`src/rtl/el2_pkg.sv`:
```
// Shared types and helpers for the decode-stage GPR writeback path.
package el2_pkg;

  localparam int GPR_WB_NPORTS = 2;

  typedef struct packed {
    logic [4:0]  addr;
    logic [31:0] data;
  } el2_gpr_wb_pkt_t;

  // One-hot decode of a GPR index, used to build the busy scoreboard.
  function automatic logic [31:0] el2_gpr_onehot(input logic [4:0] a);
    el2_gpr_onehot = 32'h0000_0001 << a;
  endfunction

endpackage

```
`src/rtl/el2_dec_gpr_wb_fifo.sv`:
```
// Per-requester writeback FIFO; exposes its head for arbitration and a
// per-entry valid/addr view so the top can build the pending-write scoreboard.
module el2_dec_gpr_wb_fifo
  import el2_pkg::*;
#(
  parameter int DEPTH = 2,
  parameter int CW    = $clog2(DEPTH + 1)
) (
  input  logic                  clk,
  input  logic                  rst_l,
  input  logic                  push,
  input  el2_gpr_wb_pkt_t       push_pkt,
  input  logic                  pop,
  output el2_gpr_wb_pkt_t       head,
  output logic [CW-1:0]         count,
  output logic [DEPTH-1:0]      ent_valid,
  output logic [DEPTH-1:0][4:0] ent_addr
);

  localparam int PW = (DEPTH > 1) ? $clog2(DEPTH) : 1;

  el2_gpr_wb_pkt_t [DEPTH-1:0] mem_q, mem_d;
  logic [DEPTH-1:0]            vld_q, vld_d;
  logic [PW-1:0]               wr_q, wr_d;
  logic [PW-1:0]               rd_q, rd_d;
  logic [CW-1:0]               cnt_q, cnt_d;

  function automatic logic [PW-1:0] ptr_inc(input logic [PW-1:0] p);
    if (p == PW'(DEPTH - 1)) begin
      ptr_inc = {PW{1'b0}};
    end else begin
      ptr_inc = p + PW'(1);
    end
  endfunction

  // Next-state: pop clears first so a simultaneous push into the same slot wins.
  always_comb begin
    mem_d = mem_q;
    vld_d = vld_q;
    wr_d  = wr_q;
    rd_d  = rd_q;
    cnt_d = cnt_q;
    if (pop) begin
      vld_d[rd_q] = 1'b0;
      rd_d        = ptr_inc(rd_q);
    end else begin
      rd_d = rd_q;
    end
    if (push) begin
      mem_d[wr_q] = push_pkt;
      vld_d[wr_q] = 1'b1;
      wr_d        = ptr_inc(wr_q);
    end else begin
      wr_d = wr_q;
    end
    case ({push, pop})
      2'b10:   cnt_d = cnt_q + CW'(1);
      2'b01:   cnt_d = cnt_q - CW'(1);
      default: cnt_d = cnt_q;
    endcase
  end

  // FIFO state registers.
  always_ff @(posedge clk or negedge rst_l) begin
    if (!rst_l) begin
      mem_q <= {DEPTH{{$bits(el2_gpr_wb_pkt_t){1'b0}}}};
      vld_q <= {DEPTH{1'b0}};
      wr_q  <= {PW{1'b0}};
      rd_q  <= {PW{1'b0}};
      cnt_q <= {CW{1'b0}};
    end else begin
      mem_q <= mem_d;
      vld_q <= vld_d;
      wr_q  <= wr_d;
      rd_q  <= rd_d;
      cnt_q <= cnt_d;
    end
  end

  // Entry address view for the scoreboard.
  always_comb begin
    for (int j = 0; j < DEPTH; j++) begin
      ent_addr[j] = mem_q[j].addr;
    end
  end

  assign head      = mem_q[rd_q];
  assign count     = cnt_q;
  assign ent_valid = vld_q;

endmodule

```
`src/rtl/el2_dec_gpr_wb_arb.sv`:
```
// GPR writeback scheduler: buffers NREQ writeback sources and grants up to two
// round-robin heads per cycle onto the register file's two write ports.
module el2_dec_gpr_wb_arb
  import el2_pkg::*;
#(
  parameter int NREQ  = 4,
  parameter int DEPTH = 2
) (
  input  logic                  clk,
  input  logic                  rst_l,
  input  logic                  scan_mode,
  input  logic [NREQ-1:0]       req_valid,
  output logic [NREQ-1:0]       req_ready,
  input  logic [NREQ-1:0][4:0]  req_addr,
  input  logic [NREQ-1:0][31:0] req_data,
  output logic                  wen0,
  output logic                  wen1,
  output logic [4:0]            waddr0,
  output logic [4:0]            waddr1,
  output logic [31:0]           wd0,
  output logic [31:0]           wd1,
  output logic [31:0]           gpr_busy,
  output logic                  idle
);

  localparam int CW = $clog2(DEPTH + 1);
  localparam int RW = $clog2(NREQ);

  // Only consumed by cell-level flops/clock gates; nothing to do at RTL.
  logic unused_scan_mode;
  assign unused_scan_mode = scan_mode;

  logic [NREQ-1:0]                  push_s, pop_s, head_vld_s, ready_s;
  el2_gpr_wb_pkt_t [NREQ-1:0]       pkt_in_s, head_s;
  logic [NREQ-1:0][CW-1:0]          count_s;
  logic [NREQ-1:0][DEPTH-1:0]       ent_vld_s;
  logic [NREQ-1:0][DEPTH-1:0][4:0]  ent_addr_s;

  logic [GPR_WB_NPORTS-1:0] gnt_vld_s;
  logic [RW-1:0]            gnt0_idx_s, gnt1_idx_s, scan_idx_s;
  logic [RW:0]              scan_sum_s;

  logic [RW-1:0] rr_q, rr_d;
  logic          wen0_q, wen0_d, wen1_q, wen1_d;
  logic [4:0]    waddr0_q, waddr0_d, waddr1_q, waddr1_d;
  logic [31:0]   wd0_q, wd0_d, wd1_q, wd1_d;
  logic [31:0]   busy_s;
  logic          idle_s;

  for (genvar i = 0; i < NREQ; i++) begin : g_fifo
    el2_dec_gpr_wb_fifo #(.DEPTH(DEPTH), .CW(CW)) u_fifo (
      .clk       (clk),
      .rst_l     (rst_l),
      .push      (push_s[i]),
      .push_pkt  (pkt_in_s[i]),
      .pop       (pop_s[i]),
      .head      (head_s[i]),
      .count     (count_s[i]),
      .ent_valid (ent_vld_s[i]),
      .ent_addr  (ent_addr_s[i])
    );
  end

  // Ready depends on stored count only; x0 writes are absorbed without storage.
  always_comb begin
    for (int i = 0; i < NREQ; i++) begin
      head_vld_s[i]    = (count_s[i] != CW'(0));
      ready_s[i]       = (count_s[i] < CW'(DEPTH));
      push_s[i]        = req_valid[i] & ready_s[i] & (req_addr[i] != 5'd0);
      pkt_in_s[i].addr = req_addr[i];
      pkt_in_s[i].data = req_data[i];
    end
  end

  // Round-robin scan from rr_q; heads matching port 0's address wait a cycle.
  always_comb begin
    gnt_vld_s  = {GPR_WB_NPORTS{1'b0}};
    gnt0_idx_s = {RW{1'b0}};
    gnt1_idx_s = {RW{1'b0}};
    pop_s      = {NREQ{1'b0}};
    scan_sum_s = {(RW+1){1'b0}};
    scan_idx_s = {RW{1'b0}};
    for (int k = 0; k < NREQ; k++) begin
      scan_sum_s = {1'b0, rr_q} + (RW+1)'(k);
      if (scan_sum_s >= (RW+1)'(NREQ)) begin
        scan_sum_s = scan_sum_s - (RW+1)'(NREQ);
      end else begin
        scan_sum_s = scan_sum_s;
      end
      scan_idx_s = scan_sum_s[RW-1:0];
      if (head_vld_s[scan_idx_s] && !gnt_vld_s[0]) begin
        gnt_vld_s[0]      = 1'b1;
        gnt0_idx_s        = scan_idx_s;
        pop_s[scan_idx_s] = 1'b1;
      end else if (head_vld_s[scan_idx_s] && !gnt_vld_s[1] &&
                   (head_s[scan_idx_s].addr != head_s[gnt0_idx_s].addr)) begin
        gnt_vld_s[1]      = 1'b1;
        gnt1_idx_s        = scan_idx_s;
        pop_s[scan_idx_s] = 1'b1;
      end else begin
        pop_s[scan_idx_s] = 1'b0;
      end
    end
  end

  // Pointer advance and port register loads.
  always_comb begin
    rr_d     = rr_q;
    wen0_d   = gnt_vld_s[0];
    wen1_d   = gnt_vld_s[1];
    waddr0_d = waddr0_q;
    wd0_d    = wd0_q;
    waddr1_d = waddr1_q;
    wd1_d    = wd1_q;
    if (gnt_vld_s[1]) begin
      rr_d = (gnt1_idx_s == RW'(NREQ - 1)) ? {RW{1'b0}} : gnt1_idx_s + RW'(1);
    end else if (gnt_vld_s[0]) begin
      rr_d = (gnt0_idx_s == RW'(NREQ - 1)) ? {RW{1'b0}} : gnt0_idx_s + RW'(1);
    end else begin
      rr_d = rr_q;
    end
    if (gnt_vld_s[0]) begin
      waddr0_d = head_s[gnt0_idx_s].addr;
      wd0_d    = head_s[gnt0_idx_s].data;
    end else begin
      waddr0_d = waddr0_q;
      wd0_d    = wd0_q;
    end
    if (gnt_vld_s[1]) begin
      waddr1_d = head_s[gnt1_idx_s].addr;
      wd1_d    = head_s[gnt1_idx_s].data;
    end else begin
      waddr1_d = waddr1_q;
      wd1_d    = wd1_q;
    end
  end

  // Arbiter pointer and write-port registers.
  always_ff @(posedge clk or negedge rst_l) begin
    if (!rst_l) begin
      rr_q     <= {RW{1'b0}};
      wen0_q   <= 1'b0;
      wen1_q   <= 1'b0;
      waddr0_q <= 5'd0;
      waddr1_q <= 5'd0;
      wd0_q    <= 32'd0;
      wd1_q    <= 32'd0;
    end else begin
      rr_q     <= rr_d;
      wen0_q   <= wen0_d;
      wen1_q   <= wen1_d;
      waddr0_q <= waddr0_d;
      waddr1_q <= waddr1_d;
      wd0_q    <= wd0_d;
      wd1_q    <= wd1_d;
    end
  end

  // Scoreboard: every buffered destination plus whatever is on the ports now.
  always_comb begin
    busy_s = 32'd0;
    for (int i = 0; i < NREQ; i++) begin
      for (int j = 0; j < DEPTH; j++) begin
        if (ent_vld_s[i][j]) begin
          busy_s = busy_s | el2_gpr_onehot(ent_addr_s[i][j]);
        end else begin
          busy_s = busy_s;
        end
      end
    end
    if (wen0_q) begin
      busy_s = busy_s | el2_gpr_onehot(waddr0_q);
    end else begin
      busy_s = busy_s;
    end
    if (wen1_q) begin
      busy_s = busy_s | el2_gpr_onehot(waddr1_q);
    end else begin
      busy_s = busy_s;
    end
    busy_s[0] = 1'b0;
    idle_s    = ~(|head_vld_s) & ~wen0_q & ~wen1_q;
  end

  assign req_ready = ready_s;
  assign wen0      = wen0_q;
  assign wen1      = wen1_q;
  assign waddr0    = waddr0_q;
  assign waddr1    = waddr1_q;
  assign wd0       = wd0_q;
  assign wd1       = wd1_q;
  assign gpr_busy  = busy_s;
  assign idle      = idle_s;

endmodule
```
`config.mk`:
```
export PLATFORM = sky130hd
export DESIGN_NAME = el2_dec_gpr_wb_arb
export DESIGN_NICKNAME = d
export VERILOG_FILES = /design/src/rtl/el2_pkg.sv /design/src/rtl/el2_dec_gpr_wb_fifo.sv /design/src/rtl/el2_dec_gpr_wb_arb.sv
export SDC_FILE = /design/constraint.sdc
export NUM_CORES = 1
export LEC_CHECK = 0
export ABC_AREA = 1
export CORE_MARGIN = 1.5
export CORE_UTILIZATION = 33
export CTS_BUF_LIST = sky130_fd_sc_hd__clkbuf_8
export DETAILED_ROUTE_END_ITERATION = 6
export PLACE_DENSITY = 0.64
export SLEW_MARGIN = 20
export SYNTH_ARGS = -nofsm -noshare
export SYNTH_HDL_FRONTEND = slang
export SYNTH_SLANG_ARGS = --single-unit
```
`constraint.sdc`:
```
create_clock -name clk -period 3.8 [get_ports clk]
set_input_delay 0.57 -clock clk [delete_from_list [all_inputs] [get_ports clk]]
set_output_delay 0.57 -clock clk [all_outputs]
set_load 0.005 [all_outputs]
```
After elaboration in Yosys (flattened, before gate mapping)
Index checks and enable logic that the tools add are counted.
Storage, ports and cells
  register bits: 398
  bits in latches: 0
  memory bits (writable): 0
  bits in read-only memories: 0
  bits of input ports: 155
  output and inout port bits: 113
  logic and storage cells: 350
  memories: 0
Cells by class
  add/sub/neg operators: 25
  multipliers: 0
  divide/modulo/power cells: 0
  magnitude comparators: 37
  equality and inequality tests: 14
  shifts and indexed selects: 10
  multiplexer cells: 140
  bitwise logic cells: 43
  reduce and logical (&&, ||, !) cells: 42
Operators with widths (count)
  $mux W37: 21
  $bmux W37 S2: 9
  $mux W32: 10
  $shl A1 B5 Y32 const A: 10
  $bwmux W74: 4
  $or A32 B32 Y32: 9
  $demux W37 S1: 4
  $mux W2: 28
  $mux W1: 36
  $mux W4: 8
  $lt A2 B3 Y1 const B: 9
  $logic_and A1 B1 Y1: 22
  $ne A5 B5 Y1: 4
  $reduce_bool A5 Y1: 4
  $reduce_bool A2 Y1: 9
  $lt A1 B2 Y1 const B: 8
  $pmux W2 S2: 4
  $sub A2 B1 Y2 const B: 8
  $add A2 B1 Y2 const B: 6
  $and A4 B4 Y4: 3
  $eq A2 B2 Y1 const B: 6
  $not A4 Y4: 3
  $or A4 B4 Y4: 3
  $and A1 B1 Y1: 10
  18 further kinds: 73

Depth between registers and ports, before layout
  word-level depth: 26
  mapped depth: 30
  gate-level depth less buffers: 26

Modules after synthesis
From an unflattened synthesis, not the netlist that was laid out.
Unflattened totals
  cells, all modules: 3603
  area, all modules: 24873.9 µm²
By module, submodules not included
  el2_dec_gpr_wb_fifo: times used 4, cells each 434, area an instance 3579.7 µm², seq. area each 2001.9 µm²
  el2_dec_gpr_wb_arb: times used 1, cells each 1867, area an instance 10555.1 µm², seq. area each 1951.9 µm²

Worst setup path before layout
No wires, ideal clock.
  kind: flip-flop to flip-flop
  from: reg rr_q[0]
  to: reg g_fifo[2].u_fifo.cnt_q[1]
  library setup time: 131 ps
  data arrival time: 3649 ps
  required time: 3669 ps
  slack: 20 ps
  stages on the path, launching flop included: 29
  buffers on the path: 4
  clock period less this slack: 3780 ps
  cell sequence: dfrtp_1 buf_6 inv_6 buf_2 buf_2 ha_1 inv_1 nand3_1 nand2_4 nand3_4 nand2_2 nand2_2 buf_6 nand2_1 nand2_1 nand2_1 nand3_1 nand2_1 nand3_1 nor2_2 nor2_4 nand2_1 nand3_1 nand2_1 inv_1 ha_1 a21oi_1 o21ai_0 xor2_1
Between the ends
  cells in the longest elaborated chain, start to end: 25
  elaborated cells between the ends (all ways): 110
  those cells by class: add/sub (7); order compare (12); eq/ne (6); mux (55); bitwise (9); reduce/logical (21)
RTL lines
  from (decl): line el2_dec_gpr_wb_arb.sv:43  | logic [RW-1:0] rr_q, rr_d;
  from (signal assigned): line el2_dec_gpr_wb_arb.sv:141  | rr_q <= {RW{1'b0}};
  from (signal assigned): line el2_dec_gpr_wb_arb.sv:149  | rr_q <= rr_d;
  parallel branches: the longest is 22 deep, another holds $add A2 B1 Y3
  $mux W4 *: line el2_dec_gpr_wb_arb.sv:91  | if (head_vld_s[scan_idx_s] && !gnt_vld_s[0]) begin
  $eq A2 B1 Y1 / $eq A2 B2 Y1 (equally long branches): line el2_dec_gpr_wb_fifo.sv:56  | case ({push, pop})
  $pmux W2 S2 / $reduce_bool A2 Y1 (equally long branches)
  to (signal assigned): line el2_dec_gpr_wb_fifo.sv:70  | cnt_q <= {CW{1'b0}};
  to (signal assigned): line el2_dec_gpr_wb_fifo.sv:76  | cnt_q <= cnt_d;
  to (decl): line el2_dec_gpr_wb_fifo.sv:26  | logic [CW-1:0] cnt_q, cnt_d;
Every way passes the cells marked *. The select of a mux whose other input is x is not followed.
A chain may end at the register's enable or synchronous reset.

Final worst setup path
  from: reg g_fifo[3].u_fifo.vld_q[0]
  to: out gpr_busy[18]
Between the ends
  cells in the longest elaborated chain, start to end: 7
RTL lines
  from (decl): line el2_dec_gpr_wb_fifo.sv:23  | logic [DEPTH-1:0] vld_q, vld_d;
  from (signal assigned): line el2_dec_gpr_wb_fifo.sv:67  | vld_q <= {DEPTH{1'b0}};
  from (signal assigned): line el2_dec_gpr_wb_fifo.sv:73  | vld_q <= vld_d;
  $mux W32 *: line el2_dec_gpr_wb_arb.sv:164  | if (ent_vld_s[i][j]) begin
  $or A32 B32 Y32: line el2_dec_gpr_wb_arb.sv:165  | busy_s = busy_s | el2_gpr_onehot(ent_addr_s[i][j]);
  $mux W32 *: line el2_dec_gpr_wb_arb.sv:164
  $or A32 B32 Y32: line el2_dec_gpr_wb_arb.sv:172  | busy_s = busy_s | el2_gpr_onehot(waddr0_q);
  $mux W32 *: line el2_dec_gpr_wb_arb.sv:171  | if (wen0_q) begin
  $or A32 B32 Y32: line el2_dec_gpr_wb_arb.sv:177  | busy_s = busy_s | el2_gpr_onehot(waddr1_q);
  $mux W32 *: line el2_dec_gpr_wb_arb.sv:176  | if (wen1_q) begin
  to (decl): line el2_dec_gpr_wb_arb.sv:22  | output logic [31:0] gpr_busy,
Mark *: on every way between the ends. The rest lies on a longest branch, timed or not.

==> flow_summary.toml <==
[outcome]
outcome = "complete, but fails checks"
violations = "design-rule violations"

[synth]
synth_nets = 3369
synth_mux_area_share_pct = 5.41
synth_xor_area_share_pct = 0.333
yosys_warnings = 0
ys_ff_latch = 398
synth_cells = 3206
synthesis.area_um2 = 23700
yosysUniqueCellTypes = 56
ys.flop_type = "dfrtp_1"
ys_async_sr_fraction_pct = 100
ys_top_cells_by_area = "dfrtp_1 42%, nand2_1 15%, nand3_1 7.8%, o21ai_0 7.5%, mux2i_1 5.4%"
ys_seq_area_share_pct = 42.1
synth.largest_area_cell = "dfrtp_1"
synth_top_area_share_pct = 42.1
synth_fa_ha_area_share_pct = 0.423
synthSimpleGateAreaFrac_pct = 29.1
synth_edf_count = 0
avgSynthCellArea_um2 = 7.38
synth_top_family_by_area = "simple AND/OR/NAND/NOR gates"
synth-compound-area-share_pct = 14.0

[drt]
drt-initial-drc-count = 2754
drcViolationCount = 5
drtPass1Iterations = 7
vias = 24300
wl_um = 99400
wl_met2_um = 46600
highest_layer = "met5"
wl_met3_um = 7150
wl_per_cell_um = 21.7
drt.antenna.violating_nets = 0
avgViaCountPerCell = 5.30
met1Wirelength_um = 40200

[sta]
finalMaxSlewViolations = 0
hold_violations = 0
period_needed_ns = 3.75
tightest_slew_ns = 0.795
clock_skew_ns = 0.0478
relSlewSlack_pct = 47.0
fmax_ghz = 0.266
finalSetupViolCount = 0
fin_crit_sh_pct = 98.8

[worst_setup_path]
cp.arrival_ns = 3.18
worstPathRequired_ns = 3.23
crit_path_start_kind = "flop"
end_kind = "output pin"
critPathMaxFanout = 6
critPathKind = "flop to output pin"

[cts]
cts_tree = "done"
cts.sink_count = 398
clock_path_buffers = 3
clock_latency_ns = 0.66
clk_pin_slew_worst_paths_ns = 0.06
numCtsBuffers = 73
root_buffer = "clkbuf_8"
htreeDepth = 3

[die]
start_util_pct = 33.2
dieArea_um2 = 73400
die_w_um = 271
rows = 98
core-area_um2 = 71200
die_y_um = 271
pin_count = 268

[placed_design]
placed_area_um2 = 28600
dp_hpwl_um = 75900
routabilityCongestion = 1.01
port_buffers = 265

[cells_and_area]
mostFrequentLayoutCells = "914 x nand2_1, 394 x dfrtp_1, 360 x nand3_1, 353 x o21ai_0, 305 x inv_1"
syn2layout_area_growth_pct = 27.7
final_common_cell = "nand2_1"
nets = 3735
drive_above_1_share_pct = 11.4
final_cell_area_um2 = 30200
fillers = 7323
diodes = 0

[global_routing]
grt_pass1_wl_um = 146000
grt_use_total_pct = 26.5
grt_max_degree = 91
grt_antenna_before_repair = 1
grt_pass1_vias = 22900
overflow = 0

[flow_run]
maxCapViolations = 0

[hold_path]
hold_path.class = "flop to flop"
[layer usage]
metal / vias up / global-route usage, %
met3: 221 / 4.13
met5: - / 0
met1: 11500 / 33.7
li1: 11500 / -
met2: 1054 / 43.6
met4: 2 / 13.4
[synthesized netlist by cell type (5+ instances only)]
cell type and n:
a2111oi_0 7, a211oi_1 5, a21oi_1 34, a221oi_1 9
a22oi_1 10, a31oi_1 42, buf_1 15, buf_2 37
buf_4 7, buf_6 12, clkbuf_1 127, clkinv_1 9
dfrtp_1 398, ha_1 8, inv_1 284, inv_2 6
mux2i_1 128, nand2_1 922, nand2_2 13, nand2_4 5
nand3_1 367, nand3_2 5, nand3b_1 7, nand4_1 27
nor2_1 120, nor3_1 75, nor4_1 36, o2111ai_1 15
o211ai_1 10, o21a_1 6, o21ai_0 357, o21ai_1 14
o221ai_1 6, o22ai_1 21, o32ai_1 17, or2_2 5
xnor2_1 5
[worst paths after layout]
check | from | to | cells past startpoint | slack [ns]
setup / recovery | g_fifo[3].u_fifo.ent_valid[0] | gpr_busy[18] | 7 | 0.05
hold / removal | g_fifo[2].u_fifo.mem_q[54] | g_fifo[2].u_fifo.mem_q[54] | 2 | 0.48
setup reg to reg | rr_q[0] | g_fifo[1].u_fifo.count[1] | 28 | 0.23
hold reg to reg | g_fifo[2].u_fifo.mem_q[54] | g_fifo[2].u_fifo.mem_q[54] | 2 | 0.48
max in group asynchronous | rst_l | g_fifo[1].u_fifo.mem_q[21] | 3 | 2.32
min in group asynchronous | rst_l | g_fifo[3].u_fifo.ent_addr[1] | 2 | 0.50
[what timing repair did]
item / CTS / global route
setup endpoints to repair: 4 / 57
hold buffers: 1 / 0
resized for setup: 6 / 32
pin swaps: 0 / 7
buffers inserted: 0 / 1
hold endpoints to repair: 64 / 0
[final cells by class]
class,instances,area [um2],share of cell area [%]
Clock buffer,90,1240,4.10
Clock inverter,40,246,0.815
Inverter,301,1150,3.80
Multi-Input combinational cell,2309,11800,39.1
Sequential cell,398,9960,33.0
Tap cell,950,1190,3.93
Timing Repair Buffer,489,4620,15.3
[logic make-up after synthesis]
group / count (synthesis)
and+or+nand+nor: 1589
AOI/OAI and AO/OA: 574
buffers and inverters: 499
DFF: 398
muxes: 128
xor gates and xnor gates: 9
adders and majority gates: 8
other: 1
[flip-flops by register name, indices dropped and copies added (netlist names)]
register and count:
g_fifo.u_fifo.mem_q 256, rr_q 2, g_fifo.u_fifo.ent_valid 8, g_fifo.u_fifo.count 8
g_fifo.u_fifo.rd_q 4, waddr1 5, wen1 1, wd1 32
wd0 32, wen0 1, waddr0 5, g_fifo.u_fifo.ent_addr 40
g_fifo.u_fifo.wr_q 4
[stage by stage]
stage	setup WS, ns	util (%)	TNS, ns	std cells	hold WS [ns]
floorplan	0.0199	-	0	3206	0.274
global placement	0.0771	40.2	0	4445	0.462
detailed placement	0.00972	40.2	0	4445	0.467
CTS	0.00879	42.3	0	4576	0.457
global route	-0.0167	42.4	-0.0167	4577	0.493
finish	0.0459	42.4	0	4577	0.481
[worst max-delay path, cell delays in order (launching register included)]
cell,delay (ns)
dfrtp_1,0.49
nand2_1,0.17
inv_1,0.15
nand2_1,0.25
o22ai_1,0.20
a211oi_1,0.40
o2111ai_1,0.33
clkdlybuf4s50_1,0.53
Power is not shown: default switching activity piles up to over one toggle a cycle in this logic, so the estimate is an artifact.
